[src/rtl/multicycle_ctrl_fsm_pkg.sv]
`default_nettype none
// +----------------------------------------------------------------------------+
// | Package : riscv_ctrl_pkg                                                   |
// | Brief   : Shared encodings for the multicycle RV32I control path: FSM      |
// |           state codes, opcodes, ALUOp codes, alu_control codes and         |
// |           imm_src codes.                                                   |
// | Ports   : none (package)                                                   |
// | Config  : MC_CTRL_JAL_EN enables the jal path in the FSM (OP_JAL and       |
// |           ST_JAL are always declared here).                                |
// | Rev     : 1.0  initial release                                             |
// +----------------------------------------------------------------------------+
package riscv_ctrl_pkg;

  // State encodings (4 bits); the FSM widens them to its STATE_W.
  localparam logic [3:0] ST_FETCH    = 4'd0;
  localparam logic [3:0] ST_DECODE   = 4'd1;
  localparam logic [3:0] ST_MEMADR   = 4'd2;
  localparam logic [3:0] ST_MEMREAD  = 4'd3;
  localparam logic [3:0] ST_MEMWRITE = 4'd4;
  localparam logic [3:0] ST_MEMWB    = 4'd5;
  localparam logic [3:0] ST_EXECUTER = 4'd6;
  localparam logic [3:0] ST_EXECUTEI = 4'd7;
  localparam logic [3:0] ST_ALUWB    = 4'd8;
  localparam logic [3:0] ST_BEQ      = 4'd9;
  localparam logic [3:0] ST_JAL      = 4'd10;

  // Opcodes (instruction[6:0])
  localparam logic [6:0] OP_LW  = 7'b0000011;
  localparam logic [6:0] OP_SW  = 7'b0100011;
  localparam logic [6:0] OP_R   = 7'b0110011;
  localparam logic [6:0] OP_I   = 7'b0010011;
  localparam logic [6:0] OP_BEQ = 7'b1100011;
  localparam logic [6:0] OP_JAL = 7'b1101111;

  // ALUOp from FSM to ALU decoder
  typedef enum logic [1:0] {
    ALUOP_ADD   = 2'b00,
    ALUOP_SUB   = 2'b01,
    ALUOP_FUNCT = 2'b10
  } aluop_t;

  // alu_control codes
  localparam logic [2:0] ALU_ADD = 3'b000;
  localparam logic [2:0] ALU_SUB = 3'b001;
  localparam logic [2:0] ALU_AND = 3'b010;
  localparam logic [2:0] ALU_OR  = 3'b011;
  localparam logic [2:0] ALU_SLT = 3'b101;

  // imm_src codes
  localparam logic [1:0] IMM_I = 2'b00;
  localparam logic [1:0] IMM_S = 2'b01;
  localparam logic [1:0] IMM_B = 2'b10;
  localparam logic [1:0] IMM_J = 2'b11;

endpackage : riscv_ctrl_pkg
`default_nettype wire

[src/rtl/multicycle_ctrl_fsm_if.sv]
`default_nettype none
// +----------------------------------------------------------------------------+
// | Interface : multicycle_ctrl_fsm_if                                         |
// | Brief     : Bundle between the control FSM and the multicycle datapath.    |
// |             master = control FSM, slave = datapath.                        |
// | Signals   : op[6:0], funct3[2:0], funct7b5, zero, mem_ready   (to FSM)     |
// |             pc_write, adr_src, mem_write, ir_write, result_src[1:0],       |
// |             alu_src_a[1:0], alu_src_b[1:0], reg_write, imm_src[1:0],       |
// |             alu_control[2:0], illegal_instr                 (from FSM)     |
// | Config    : none                                                         |
// | Rev       : 1.0  initial release                                           |
// +----------------------------------------------------------------------------+
interface multicycle_ctrl_fsm_if;
  logic [6:0] op;
  logic [2:0] funct3;
  logic       funct7b5;
  logic       zero;
  logic       mem_ready;

  logic       pc_write;
  logic       adr_src;
  logic       mem_write;
  logic       ir_write;
  logic [1:0] result_src;
  logic [1:0] alu_src_a;
  logic [1:0] alu_src_b;
  logic       reg_write;
  logic [1:0] imm_src;
  logic [2:0] alu_control;
  logic       illegal_instr;

  modport master (
    input  op, funct3, funct7b5, zero, mem_ready,
    output pc_write, adr_src, mem_write, ir_write, result_src,
           alu_src_a, alu_src_b, reg_write, imm_src, alu_control,
           illegal_instr
  );

  modport slave (
    output op, funct3, funct7b5, zero, mem_ready,
    input  pc_write, adr_src, mem_write, ir_write, result_src,
           alu_src_a, alu_src_b, reg_write, imm_src, alu_control,
           illegal_instr
  );
endinterface : multicycle_ctrl_fsm_if
`default_nettype wire

[src/rtl/multicycle_ctrl_fsm_alu_decoder.sv]
`default_nettype none
// +----------------------------------------------------------------------------+
// | Module : alu_decoder                                                       |
// | Brief  : Combinational ALU control decode from ALUOp and IR fields.        |
// | Ports  : aluop[1:0]       in  ALUOp from the control FSM                   |
// |          funct3[2:0]      in  instruction[14:12]                           |
// |          op_b5            in  instruction[5] (R-type vs I-type)            |
// |          funct7b5         in  instruction[30]                              |
// |          alu_control[2:0] out ALU operation select                         |
// | Config : none                                                             |
// | Rev    : 1.0  initial release                                              |
// +----------------------------------------------------------------------------+
module alu_decoder
  import riscv_ctrl_pkg::*;
(
  input  aluop_t     aluop,
  input  logic [2:0] funct3,
  input  logic       op_b5,
  input  logic       funct7b5,
  output logic [2:0] alu_control
);

  always_comb begin
    alu_control = ALU_ADD;
    case (aluop)
      ALUOP_ADD: alu_control = ALU_ADD;
      ALUOP_SUB: alu_control = ALU_SUB;
      ALUOP_FUNCT: begin
        case (funct3)
          // funct7b5 only selects sub for R-type; addi's imm[10] must not.
          3'b000:  alu_control = (op_b5 & funct7b5) ? ALU_SUB : ALU_ADD;
          3'b010:  alu_control = ALU_SLT;
          3'b110:  alu_control = ALU_OR;
          3'b111:  alu_control = ALU_AND;
          default: alu_control = ALU_ADD;
        endcase
      end
      default: alu_control = ALU_ADD;
    endcase
  end

endmodule : alu_decoder
`default_nettype wire

[src/rtl/multicycle_ctrl_fsm.sv]
`default_nettype none
// +----------------------------------------------------------------------------+
// | Module : multicycle_ctrl_fsm                                               |
// | Brief  : Moore control FSM for the multicycle RV32I datapath. Steps each   |
// |          instruction FETCH..writeback and drives all datapath selects and  |
// |          write enables, plus imm_src and alu_control from IR fields.       |
// | Ports  : clk      in  rising-edge clock                                    |
// |          reset    in  asynchronous active-high reset                       |
// |          bus      multicycle_ctrl_fsm_if.master (IR fields, zero,          |
// |                   mem_ready in; datapath controls, illegal_instr out)      |
// | Params : MEM_HANDSHAKE 1: memory states wait for mem_ready; 0: ignore it   |
// |          STATE_W       state register width (>= 4)                         |
// | Config : MC_CTRL_JAL_EN adds the JAL state and imm_src=J decode for jal;   |
// |          when undefined jal is treated as an illegal opcode.               |
// | Rev    : 1.0  initial release                                              |
// +----------------------------------------------------------------------------+
module multicycle_ctrl_fsm
  import riscv_ctrl_pkg::*;
#(
  parameter int MEM_HANDSHAKE = 1,
  parameter int STATE_W       = 4
) (
  input  logic                 clk,
  input  logic                 reset,
  multicycle_ctrl_fsm_if.master bus
);

  // A STATE_W below 4 truncates the codes into duplicates and fails elaboration.
  typedef enum logic [STATE_W-1:0] {
    S_FETCH    = STATE_W'(ST_FETCH),
    S_DECODE   = STATE_W'(ST_DECODE),
    S_MEMADR   = STATE_W'(ST_MEMADR),
    S_MEMREAD  = STATE_W'(ST_MEMREAD),
    S_MEMWRITE = STATE_W'(ST_MEMWRITE),
    S_MEMWB    = STATE_W'(ST_MEMWB),
    S_EXECUTER = STATE_W'(ST_EXECUTER),
    S_EXECUTEI = STATE_W'(ST_EXECUTEI),
    S_ALUWB    = STATE_W'(ST_ALUWB),
    S_BEQ      = STATE_W'(ST_BEQ),
    S_JAL      = STATE_W'(ST_JAL)
  } state_t;

  state_t     r_state;
  state_t     w_next;
  aluop_t     w_aluop;
  logic       w_mem_ok;
  logic       w_branch;
  logic       w_pc_update;
  logic       w_ir_write;
  logic       w_reg_write;
  logic       w_mem_write;
  logic       w_adr_src;
  logic [1:0] w_result_src;
  logic [1:0] w_alu_src_a;
  logic [1:0] w_alu_src_b;
  logic       w_illegal;
  logic [1:0] w_imm_src;

  assign w_mem_ok = (MEM_HANDSHAKE != 0) ? bus.mem_ready : 1'b1;

  always_ff @(posedge clk or posedge reset) begin
    if (reset) r_state <= S_FETCH;
    else       r_state <= w_next;
  end

  always_comb begin
    w_next       = S_FETCH;
    w_aluop      = ALUOP_ADD;
    w_branch     = 1'b0;
    w_pc_update  = 1'b0;
    w_ir_write   = 1'b0;
    w_reg_write  = 1'b0;
    w_mem_write  = 1'b0;
    w_adr_src    = 1'b0;
    w_result_src = 2'b00;
    w_alu_src_a  = 2'b00;
    w_alu_src_b  = 2'b00;
    w_illegal    = 1'b0;
    case (r_state)
      S_FETCH: begin
        // PC+4 goes straight from ALUResult into the PC while the IR loads.
        w_alu_src_b  = 2'b10;
        w_result_src = 2'b10;
        w_ir_write   = w_mem_ok;
        w_pc_update  = w_mem_ok;
        w_next       = w_mem_ok ? S_DECODE : S_FETCH;
      end
      S_DECODE: begin
        // Speculatively compute the branch target into ALUOut.
        w_alu_src_a = 2'b01;
        w_alu_src_b = 2'b01;
        case (bus.op)
          OP_LW, OP_SW: w_next = S_MEMADR;
          OP_R:         w_next = S_EXECUTER;
          OP_I:         w_next = S_EXECUTEI;
          OP_BEQ:       w_next = S_BEQ;
`ifdef MC_CTRL_JAL_EN
          OP_JAL:       w_next = S_JAL;
`endif
          default: begin
            w_next    = S_FETCH;
            w_illegal = 1'b1;
          end
        endcase
      end
      S_MEMADR: begin
        w_alu_src_a = 2'b10;
        w_alu_src_b = 2'b01;
        w_next      = bus.op[5] ? S_MEMWRITE : S_MEMREAD;
      end
      S_MEMREAD: begin
        w_adr_src = 1'b1;
        w_next    = w_mem_ok ? S_MEMWB : S_MEMREAD;
      end
      S_MEMWRITE: begin
        w_adr_src   = 1'b1;
        w_mem_write = 1'b1;
        w_next      = w_mem_ok ? S_FETCH : S_MEMWRITE;
      end
      S_MEMWB: begin
        w_result_src = 2'b01;
        w_reg_write  = 1'b1;
        w_next       = S_FETCH;
      end
      S_EXECUTER: begin
        w_alu_src_a = 2'b10;
        w_aluop     = ALUOP_FUNCT;
        w_next      = S_ALUWB;
      end
      S_EXECUTEI: begin
        w_alu_src_a = 2'b10;
        w_alu_src_b = 2'b01;
        w_aluop     = ALUOP_FUNCT;
        w_next      = S_ALUWB;
      end
      S_ALUWB: begin
        w_reg_write = 1'b1;
        w_next      = S_FETCH;
      end
      S_BEQ: begin
        w_alu_src_a = 2'b10;
        w_aluop     = ALUOP_SUB;
        w_branch    = 1'b1;
        w_next      = S_FETCH;
      end
`ifdef MC_CTRL_JAL_EN
      S_JAL: begin
        // PC takes the target held in ALUOut; ALU forms OldPC+4 for ALUWB.
        w_alu_src_a = 2'b01;
        w_alu_src_b = 2'b10;
        w_pc_update = 1'b1;
        w_next      = S_ALUWB;
      end
`endif
      default: w_next = S_FETCH;
    endcase
  end

  always_comb begin
    w_imm_src = IMM_I;
    case (bus.op)
      OP_SW:  w_imm_src = IMM_S;
      OP_BEQ: w_imm_src = IMM_B;
`ifdef MC_CTRL_JAL_EN
      OP_JAL: w_imm_src = IMM_J;
`endif
      default: w_imm_src = IMM_I;
    endcase
  end

  alu_decoder u_alu_decoder (
    .aluop       (w_aluop),
    .funct3      (bus.funct3),
    .op_b5       (bus.op[5]),
    .funct7b5    (bus.funct7b5),
    .alu_control (bus.alu_control)
  );

  // Write enables are gated by reset so nothing is committed while it is held.
  assign bus.pc_write      = ~reset & (w_pc_update | (w_branch & bus.zero));
  assign bus.ir_write      = ~reset & w_ir_write;
  assign bus.reg_write     = ~reset & w_reg_write;
  assign bus.mem_write     = ~reset & w_mem_write;
  assign bus.adr_src       = w_adr_src;
  assign bus.result_src    = w_result_src;
  assign bus.alu_src_a     = w_alu_src_a;
  assign bus.alu_src_b     = w_alu_src_b;
  assign bus.imm_src       = w_imm_src;
  assign bus.illegal_instr = w_illegal;

endmodule : multicycle_ctrl_fsm
`default_nettype wire

[src/flat_wrapper.sv]
// flat-port wrapper written by rule: the top's interface ports become plain ports
module multicycle_ctrl_fsm_flat import riscv_ctrl_pkg::*;
#(
  parameter int MEM_HANDSHAKE = 1,
  parameter int STATE_W       = 4
)
  (clk, reset, bus_op, bus_funct3, bus_funct7b5, bus_zero, bus_mem_ready, bus_pc_write, bus_adr_src, bus_mem_write, bus_ir_write, bus_result_src, bus_alu_src_a, bus_alu_src_b, bus_reg_write, bus_imm_src, bus_alu_control, bus_illegal_instr);
  multicycle_ctrl_fsm_if bus_i ();
  input  logic clk;
  input  logic reset;
  input wire logic [$bits(bus_i.op)-1:0] bus_op;
  input wire logic [$bits(bus_i.funct3)-1:0] bus_funct3;
  input wire logic [$bits(bus_i.funct7b5)-1:0] bus_funct7b5;
  input wire logic [$bits(bus_i.zero)-1:0] bus_zero;
  input wire logic [$bits(bus_i.mem_ready)-1:0] bus_mem_ready;
  output wire logic [$bits(bus_i.pc_write)-1:0] bus_pc_write;
  output wire logic [$bits(bus_i.adr_src)-1:0] bus_adr_src;
  output wire logic [$bits(bus_i.mem_write)-1:0] bus_mem_write;
  output wire logic [$bits(bus_i.ir_write)-1:0] bus_ir_write;
  output wire logic [$bits(bus_i.result_src)-1:0] bus_result_src;
  output wire logic [$bits(bus_i.alu_src_a)-1:0] bus_alu_src_a;
  output wire logic [$bits(bus_i.alu_src_b)-1:0] bus_alu_src_b;
  output wire logic [$bits(bus_i.reg_write)-1:0] bus_reg_write;
  output wire logic [$bits(bus_i.imm_src)-1:0] bus_imm_src;
  output wire logic [$bits(bus_i.alu_control)-1:0] bus_alu_control;
  output wire logic [$bits(bus_i.illegal_instr)-1:0] bus_illegal_instr;
  assign bus_i.op = bus_op;
  assign bus_i.funct3 = bus_funct3;
  assign bus_i.funct7b5 = bus_funct7b5;
  assign bus_i.zero = bus_zero;
  assign bus_i.mem_ready = bus_mem_ready;
  assign bus_pc_write = bus_i.pc_write;
  assign bus_adr_src = bus_i.adr_src;
  assign bus_mem_write = bus_i.mem_write;
  assign bus_ir_write = bus_i.ir_write;
  assign bus_result_src = bus_i.result_src;
  assign bus_alu_src_a = bus_i.alu_src_a;
  assign bus_alu_src_b = bus_i.alu_src_b;
  assign bus_reg_write = bus_i.reg_write;
  assign bus_imm_src = bus_i.imm_src;
  assign bus_alu_control = bus_i.alu_control;
  assign bus_illegal_instr = bus_i.illegal_instr;
  multicycle_ctrl_fsm #(.MEM_HANDSHAKE(MEM_HANDSHAKE), .STATE_W(STATE_W)) u_core (.clk(clk), .reset(reset), .bus(bus_i));
endmodule
[config.mk]
export PLATFORM = sky130hd
export DESIGN_NAME = multicycle_ctrl_fsm_flat
export DESIGN_NICKNAME = d
export VERILOG_FILES = /design/src/rtl/multicycle_ctrl_fsm_pkg.sv /design/src/rtl/multicycle_ctrl_fsm_if.sv /design/src/rtl/multicycle_ctrl_fsm_alu_decoder.sv /design/src/rtl/multicycle_ctrl_fsm.sv /design/src/flat_wrapper.sv
export SDC_FILE = /design/constraint.sdc
export NUM_CORES = 1
export LEC_CHECK = 0
export ABC_CLOCK_PERIOD_IN_PS = 4600
export CELL_PAD_IN_SITES_DETAIL_PLACEMENT = 0
export CELL_PAD_IN_SITES_GLOBAL_PLACEMENT = 1
export CORE_ASPECT_RATIO = 1.25
export CORE_MARGIN = 2
export CORE_UTILIZATION = 28
export DETAILED_ROUTE_END_ITERATION = 8
export PLACE_DENSITY_LB_ADDON = 0.2
export SLEW_MARGIN = 20
export SYNTH_ARGS = -nofsm -noshare
export SYNTH_HDL_FRONTEND = slang
export SYNTH_HIERARCHICAL = 1
export SYNTH_SLANG_ARGS = --single-unit
[constraint.sdc]
create_clock -name clk -period 4.6 [get_ports clk]
set_clock_uncertainty 0.05 [all_clocks]
set_input_delay 0.92 -clock clk [delete_from_list [all_inputs] [get_ports clk]]
set_output_delay 0.92 -clock clk [all_outputs]
set_load 0.02 [all_outputs]
---- Word level (Yosys, flattened, before mapping) ----
Index checks and enable logic that the tools add are counted.
word-level totals
  output and inout bits ................... 17
  input bits .............................. 15
  logic and storage cells ................. 58
  flip-flop bits (word level) ............. 4
operators by class
  eq/ne operators ......................... 19
  reduce and logical (&&, ||, !) cells .... 9
  multiplexer cells ....................... 21
  bitwise logic cells ..................... 8
operators with widths
  kind                                                  number
  one-hot mux 4 bit (6 select lines)                    1
  one-hot mux 2 bit (2 select lines)                    5
  equality test 4 x 3 -> 1 bit (second input constant)  4
  one-hot mux 4 bit (4 select lines)                    1
  equality test 7 x 6 -> 1 bit (second input constant)  2
  one-hot mux 3 bit (4 select lines)                    1
  2-to-1 mux 1 bit                                      9
  2-to-1 mux 3 bit                                      3
  equality test 4 x 2 -> 1 bit (second input constant)  2
  equality test 4 bit (second input constant)           2
  OR reduction 2 bit                                    4
  equality test 7 x 2 -> 1 bit (second input constant)  1
  equality test 7 x 5 -> 1 bit (second input constant)  1
  equality test 7 bit (second input constant)           1
  bitwise AND 1 bit                                     6
  equality test 3 bit (second input constant)           2
  one-hot mux 3 bit (2 select lines)                    1
  OR reduction 5 bit                                    1
  equality test 4 x 1 -> 1 bit (second input constant)  1
  zero test 4 bit                                       1
  OR reduction 4 bit                                    1
  equality test 3 x 2 -> 1 bit (second input constant)  1
  zero test 3 bit                                       1
  OR reduction 3 bit                                    1
  4 further kinds                                       4

---- Depth between registers and ports, before layout ----
Gate-level depths: netlist (run 1).
  depth after elaboration ................. 5
  gate-level depth with buffers ........... 7
  mapped depth without buffers ............ 6

---- Modules after synthesis ----
The synthesis (run 1) kept the hierarchy.
by module, submodules not included
  module               cells each  times used  area an instance (um2)  sequential area each (um2)
  multicycle_ctrl_fsm  60          1           495.5                   100.1
  alu_decoder          11          1           96.3                    0.0

---- Worst setup path before layout (run 1) ----
Ideal clock, no wire load.
  path kind ............................... register to output
  start point ............................. reg u_core.r_state[1]
  end point ............................... out bus_alu_control[2]
  required time ........................... 3.630 ns
  arrival ................................. 2.082 ns
  stages on the path, launching flop included .. 6
  buffers on the path ..................... 1
  slack ................................... 1.548 ns
  cell sequence ........................... dfrtp_1 buf_4 nor3b_1 inv_1 ha_1 nor4b_1
on the way
  word-level cells in the longest chain between the ends .. 5
  elaborated cells on any way between the ends .. 8
  classes of those cells .................. 5 x eq/ne; 2 x mux; 1 x reduce/logical
ends and longest elaborated chain
  element                                                              RTL line                               text
  from (decl)                                                          multicycle_ctrl_fsm.sv:43              state_t r_state;
  from (signal assigned)                                               multicycle_ctrl_fsm.sv:63              else r_state <= w_next;
  equality test 4 x 3 -> 1 bit                                         multicycle_ctrl_fsm.sv:79              case (r_state)
  OR reduction 2 bit (no source line)                                  --
  one-hot mux 2 bit (2 select lines) (*)                               multicycle_ctrl_fsm.sv:79
  named net u_core.w_aluop[0]                                          multicycle_ctrl_fsm.sv:45              aluop_t w_aluop;
  equality test 2 bit or equality test 2 x 1 -> 1 bit (tied branches)  multicycle_ctrl_fsm_alu_decoder.sv:25  case (aluop)
  one-hot mux 3 bit (2 select lines) (*)                               multicycle_ctrl_fsm_alu_decoder.sv:25
  to (decl)                                                            flat_wrapper.sv:25                     output wire logic [$bits(bus_i.alu_control)-1:0] bus_alu_control;
Mark *: on every way through the listed nets, which the timed path passes. The rest lies on a longest branch.

---- Final worst setup path (run 1) ----
  start point ............................. reg u_core.r_state[2]
  end point ............................... out bus_alu_control[2]
The elaborated chain is that of the path after synthesis.

==> impl_metrics.toml, run 1 <==
[run_status]
status = "finished, final reports clean"

[synth]
syn_nets = 88
ys_ff_latch = 4
synth_cells = 71
synth.cell_area_sq_um = 592
yosysUniqueCellTypes = 39
synth_largest_area_cell = "dfrtp_1"
yosysWarningCount = 6
synthFlopType = "dfrtp_1"
yosysTopAreaCellShare_pct = 16.9
async_reset_ff_share_pct = 100
avgSynthCellArea_sq_um = 8.34
synthTopCellsByArea = "dfrtp_1, nor3b_1, ha_1, nor4b_4, buf_4"
ys_seq_area_share_pct = 16.9
synth_edf_count = 0

[power]
leakage_uw = 0.000365
power_density_nw_per_um2 = 174
vdd_drop_max_v = 0.000106

[setup_path]
end_kind = "primary output"
required_ns = 3.63
cp-start-kind = "flip-flop"
critPathKind = "reg -> out"
cp-startpoint = "u_core/r_state[2]$_DFF_PP0_"
r2r_start = "u_core/r_state[1]$_DFF_PP0_"
worstPathMaxFanout = 15
worstPathArrival_ns = 2.73

[finish]
stdcell_area_sq_um = 920
drive_gt1_share_pct = 13.0
regMostFlops = "u_core/r_state"
layout_commonest_cell = "clkdlybuf4s50_1"
fillerInstances = 208
largestRegisters = "u_core/r_state x4"
largest_register_ffs = 4
layout_common_cells = "clkdlybuf4s50_1, inv_1, nor2_1"
regArea_sq_um = 100
multiInputGateArea_sq_um = 432
area_growth_pct = 55.4
diodes = 0
num-nets-final = 119

[place]
port_buffers = 31
place_area_sq_um = 897
gp_congestion = 0.715
post-dp-hpwl_um = 1150

[clock_network]
clk_pin_slew_ns = 0.04
clk_latency_ns = 0.24
cts_tree = "done"
cts-root-buf = "clkbuf_4"
cts-buffers-inserted = 3
clock_path_buffers = 2
cts.sinks = 4
cts-htree-levels = 1
cts_resized = 0
hold_buffers = 0
post_cts_buffers = 0

[global_routing]
grt-ovfl-total = 0
grt_pass1_vias = 643
antenna_found_initial = 0
use_met1_pct = 17.6
grt_pass1_wl_um = 2670
grtUsageMet3_pct = 2.61
grt-busiest-layer = "met2"
grtUsageMet2_pct = 21.6
grt_max_degree = 19
track_usage_pct = 14.2

[die]
ios = 32
core_area_sq_um = 1980
die_w_um = 45.1
die_h_um = 55.4
start_util_pct = 29.9
num_rows = 18
die-area_sq_um = 2500

[sta]
fin_crit_sh_pct = 80.5
drv_slew = 0
setup_violations = 0
grt_setup_unrepaired = "no"
layout_min_cycle_time_ns = 3.70
maxClockFrequency_mhz = 270
tightest_slew_ns = 0.557
slew_headroom_pct = 62.9
fin_tns_setup_ns = 0
hold_viol = 0

[detailed_routing]
drc = 0
first_pass_iters = 4
drtIter0Drc = 6
wirelength_um = 1510
post_drt_wl_per_cell_um = 12.6
viasPerCell = 5.28
drtAntennaViolNets = 0
vias = 633

[min_path]
min_from = "u_core/r_state[3]$_DFF_PP0_"
hold_class = "reg -> reg"

[job]
drv.max_cap_violation_count = 0
routing by layer:
metal,share of wire [%],wire length (um)
met1,44,662
met2,45,680
met3,8.1,122
met4,2.7,40
met5,0,0
final cells by class:
cell class / count / share of cell area, %
tap: 20 / 2.72
clock buffer: 3 / 2.45
inverter: 6 / 2.45
timing repair buffer: 32 / 34.6
sequential: 4 / 10.9
multi-input combinational: 55 / 46.9
critical path, stage by stage, from the launching register on:
cell,delay [ns]
dfrtp_1,0.55
nand2b_1,0.25
nor3b_1,0.34
inv_1,0.08
ha_1,0.34
nor4b_1,0.28
clkdlybuf4s50_1,0.66
cells in the mapped netlist (2+ instances only):
cell	instances
nor3b_1	4
inv_1	6
nand3_1	2
dfrtp_1	4
nand2b_1	3
and3_1	3
nor3_1	2
nor2b_1	2
a22oi_1	2
ha_1	2
buf_2	3
nor2_1	5
buf_4	3
a21o_1	2
a21oi_1	4
cell families (layout without fill, tap and decap cells):
group / count (synthesis) / in the layout / synth area share (%)
compound gates: 14 / 14 / 18.4
xor+xnor: 1 / 1 / 1.48
fa+ha+maj: 2 / 2 / 4.23
buf+inv: 12 / 41 / 10.1
flops: 4 / 4 / 16.9
simple gates: 38 / 38 / 48.8
where the power goes:
part | internal [uW] | leakage, uW | switching [uW] | total, uW
clock | 29.2 | 0.0000138 | 15.3 | 44.5
sequential | 37.1 | 0.0000542 | 3.10 | 40.2
combinational | 40.4 | 0.000297 | 34.9 | 75.4
total | 107 | 0.000365 | 53.3 | 160
per-stage QoR:
stage | util (%) | setup WS (ns) | hold WS, ns | power [uW] | std cells
6_report | 46.4 | 0.898 | 0.699 | 160 | 120
5_1_grt | 46.4 | 0.652 | 0.744 | 173 | 120
4_1_cts | 46.4 | 0.864 | 0.704 | 162 | 120
3_5_place_dp | 45.3 | 1.06 | 0.674 | 117 | 117
3_3_place_gp | 45.3 | 1.04 | 0.677 | 116 | 117
2_1_floorplan | - | 1.55 | 0.550 | 83.1 | 71
path summary, 6_finish.rpt:
check	endpoint	cells past startpoint	slack [ns]
max	bus_alu_control[2]	6	0.90
min	u_core/r_state[2]$_DFF_PP0_	1	0.70
max reg2reg	u_core/r_state[2]$_DFF_PP0_	3	3.11
min reg2reg	u_core/r_state[2]$_DFF_PP0_	1	0.70
max in group asynchronous	u_core/r_state[0]$_DFF_PP0_	2	3.42
min in group asynchronous	u_core/r_state[1]$_DFF_PP0_	2	0.89
Power figures use the tool's default switching activity.
==> run 2: changes to the inputs <==
--- a/config.mk
+++ b/config.mk
@@ -5,12 +5,12 @@
 export SDC_FILE = /design/constraint.sdc
 export NUM_CORES = 1
 export LEC_CHECK = 0
-export ABC_CLOCK_PERIOD_IN_PS = 4600
+export ABC_CLOCK_PERIOD_IN_PS = 3700
 export CELL_PAD_IN_SITES_DETAIL_PLACEMENT = 0
 export CELL_PAD_IN_SITES_GLOBAL_PLACEMENT = 1
 export CORE_ASPECT_RATIO = 1.25
 export CORE_MARGIN = 2
-export CORE_UTILIZATION = 28
+export CORE_UTILIZATION = 26
 export DETAILED_ROUTE_END_ITERATION = 8
 export PLACE_DENSITY_LB_ADDON = 0.2
 export SLEW_MARGIN = 20
==> constraint.sdc (replaced) <==
create_clock -name clk -period 3.7 [get_ports clk]
set_clock_uncertainty 0.05 [all_clocks]
set_input_delay 0.74 -clock clk [delete_from_list [all_inputs] [get_ports clk]]
set_output_delay 0.74 -clock clk [all_outputs]
set_load 0.02 [all_outputs]
==> run 2 against run 1 <==
Clock power grew 18%. Critical path depth shrank 1. Register-to-register slack lost 0.90 ns. Die area grew 7.1%. Critical endpoint unchanged. Largest power group unchanged.
==> impl_metrics.toml, run 2 (synthesized netlist as in run 1, its figures left out) <==
[finish]
fillerInstances = 240
diodes = 0
regMostFlops = "u_core/r_state"
final_util_pct = 43.4
regArea_sq_um = 100
drive_gt1_share_pct = 14.7
layout_common_cells = "clkdlybuf4s50_1, inv_1, nor2_1"
num-nets-final = 121
largest_register_ffs = 4
layout_commonest_cell = "clkdlybuf4s50_1"
largestRegisters = "u_core/r_state x4"
multiInputGateArea_sq_um = 432
area_growth_pct = 60.3

[clock_network]
clock_path_buffers = 2
clk_latency_ns = 0.23
clk_pin_slew_ns = 0.04
hold_buffers = 0
cts_resized = 0
cts-root-buf = "clkbuf_4"
cts.sinks = 4
cts-htree-levels = 1
post_cts_buffers = 0
cts_tree = "done"
cts-buffers-inserted = 3

[detailed_routing]
m1WireLength_um = 656
wirelength_um = 1550
top_layer = "met3"
wl_met2_um = 779
drtIter0Drc = 8
vias = 629
viasPerCell = 4.73
post_drt_wl_per_cell_um = 11.6
drtAntennaViolNets = 0
met3_length_um = 110
first_pass_iters = 4
drc = 0

[sta]
maxClockFrequency_mhz = 295
fin_tns_setup_ns = 0
slew_headroom_pct = 70.3
fin_crit_sh_pct = 91.7
hold_viol = 0
drv_slew = 0
layout_min_cycle_time_ns = 3.39
setup_violations = 0
grt_setup_unrepaired = "no"
tightest_slew_ns = 0.446

[min_path]
hold_class = "reg -> reg"

[power]
power_uw = 198
power_density_nw_per_um2 = 209
leakage_uw = 0.000376
vdd_drop_max_v = 0.0000982

[setup_path]
worstPathMaxFanout = 12
crit_family = "buffers and inverters"
worstPathArrival_ns = 2.60
critPathKind = "reg -> out"
max_stage_delay_ns = 0.66
required_ns = 2.91
path_buf_inv = 2
cp_cell_sequence = "nor3b_1, inv_1, ha_1, nor4b_1, clkdlybuf4s50_1"
cp_slowest_cell = "clkdlybuf4s50_1"
end_kind = "primary output"
cp-start-kind = "flip-flop"

[global_routing]
track_usage_pct = 13.1
grt_max_degree = 18
grt_pass1_wl_um = 2620
antenna_found_initial = 0
grt_pass1_vias = 630
grt-ovfl-total = 0

[die]
ios = 32
die_h_um = 57.3
die-area_sq_um = 2680
start_util_pct = 27.1
core_area_sq_um = 2190
die_w_um = 46.7
num_rows = 19

[place]
post-dp-hpwl_um = 1200
port_buffers = 31
gp_congestion = 0.736

[run_status]
status = "finished, final reports clean"

[job]
drv.max_cap_violation_count = 0
run 2: changes by cell type in the layout (fill, tap and decap cells not counted), sizes merged:
cell  delta
buf      +2
run 2: worst min-delay path, delay by kind of cell (launching register included):
kind | cells | cell delay, ns
compound gates | 1 | 0.12
flops | 1 | 0.32
buf+inv | 1 | 0.20
run 2: layout make-up:
| class | count | share of cell area [%] |
|---|---|---|
| multi-input cells | 55 | 45.5 |
| repair buffers | 34 | 35.1 |
| flip-flops and latches | 4 | 10.6 |
| well taps | 31 | 4.09 |
| clock buffers | 3 | 2.37 |
| inverters | 6 | 2.37 |
run 2: path summary, 6_finish.rpt:
path	depth (start not counted)	startpoint	endpoint	slack, ns
max	5	u_core/r_state[3]$_DFF_PP0_	bus_alu_control[2]	0.31
min	2	u_core/r_state[2]$_DFF_PP0_	u_core/r_state[0]$_DFF_PP0_	0.65
max reg2reg	4	u_core/r_state[1]$_DFF_PP0_	u_core/r_state[2]$_DFF_PP0_	2.21
min reg2reg	2	u_core/r_state[2]$_DFF_PP0_	u_core/r_state[0]$_DFF_PP0_	0.65
max in group asynchronous	2	reset	u_core/r_state[0]$_DFF_PP0_	2.68
min in group asynchronous	2	reset	u_core/r_state[1]$_DFF_PP0_	0.73
run 2: where the power goes:
| group | internal [uW] | total (uW) | switching, uW |
|---|---|---|---|
| combinational | 51.2 | 98.1 | 46.9 |
| clock | 36.2 | 52.6 | 16.4 |
| sequential | 46.1 | 47.7 | 1.53 |
run 2: stage by stage:
| step | worst slack [ns] | instances | hold slack (ns) | instance area [sq um] |
|---|---|---|---|---|
| 5_1_grt | 0.0146 | 133 | 0.672 | 948 |
| 4_1_cts | 0.274 | 133 | 0.643 | 948 |
| 2_1_floorplan | 0.828 | 71 | 0.467 | 592 |
| 3_5_place_dp | 0.469 | 130 | 0.638 | 926 |
| 3_3_place_gp | 0.494 | 130 | 0.645 | 926 |
| 6_report | 0.307 | 133 | 0.650 | 948 |
run 2: metal layers:
layer | up-vias | track usage [%]
met2 | 24 | 21.6
li1 | 319 | -
met4 | 0 | 5.95
met1 | 286 | 15.8
met5 | - | 0
met3 | 0 | 2.85
==> run 3: changes to the inputs <==
--- a/config.mk
+++ b/config.mk
@@ -5,12 +5,12 @@
 export SDC_FILE = /design/constraint.sdc
 export NUM_CORES = 1
 export LEC_CHECK = 0
-export ABC_CLOCK_PERIOD_IN_PS = 3700
 export CELL_PAD_IN_SITES_DETAIL_PLACEMENT = 0
 export CELL_PAD_IN_SITES_GLOBAL_PLACEMENT = 1
 export CORE_ASPECT_RATIO = 1.25
 export CORE_MARGIN = 2
 export CORE_UTILIZATION = 26
+export CTS_CLUSTER_SIZE = 40
 export DETAILED_ROUTE_END_ITERATION = 8
 export PLACE_DENSITY_LB_ADDON = 0.2
 export SLEW_MARGIN = 20
==> results of run 3 <==
Final layout, timing and power as in run 2 (identical DEF).
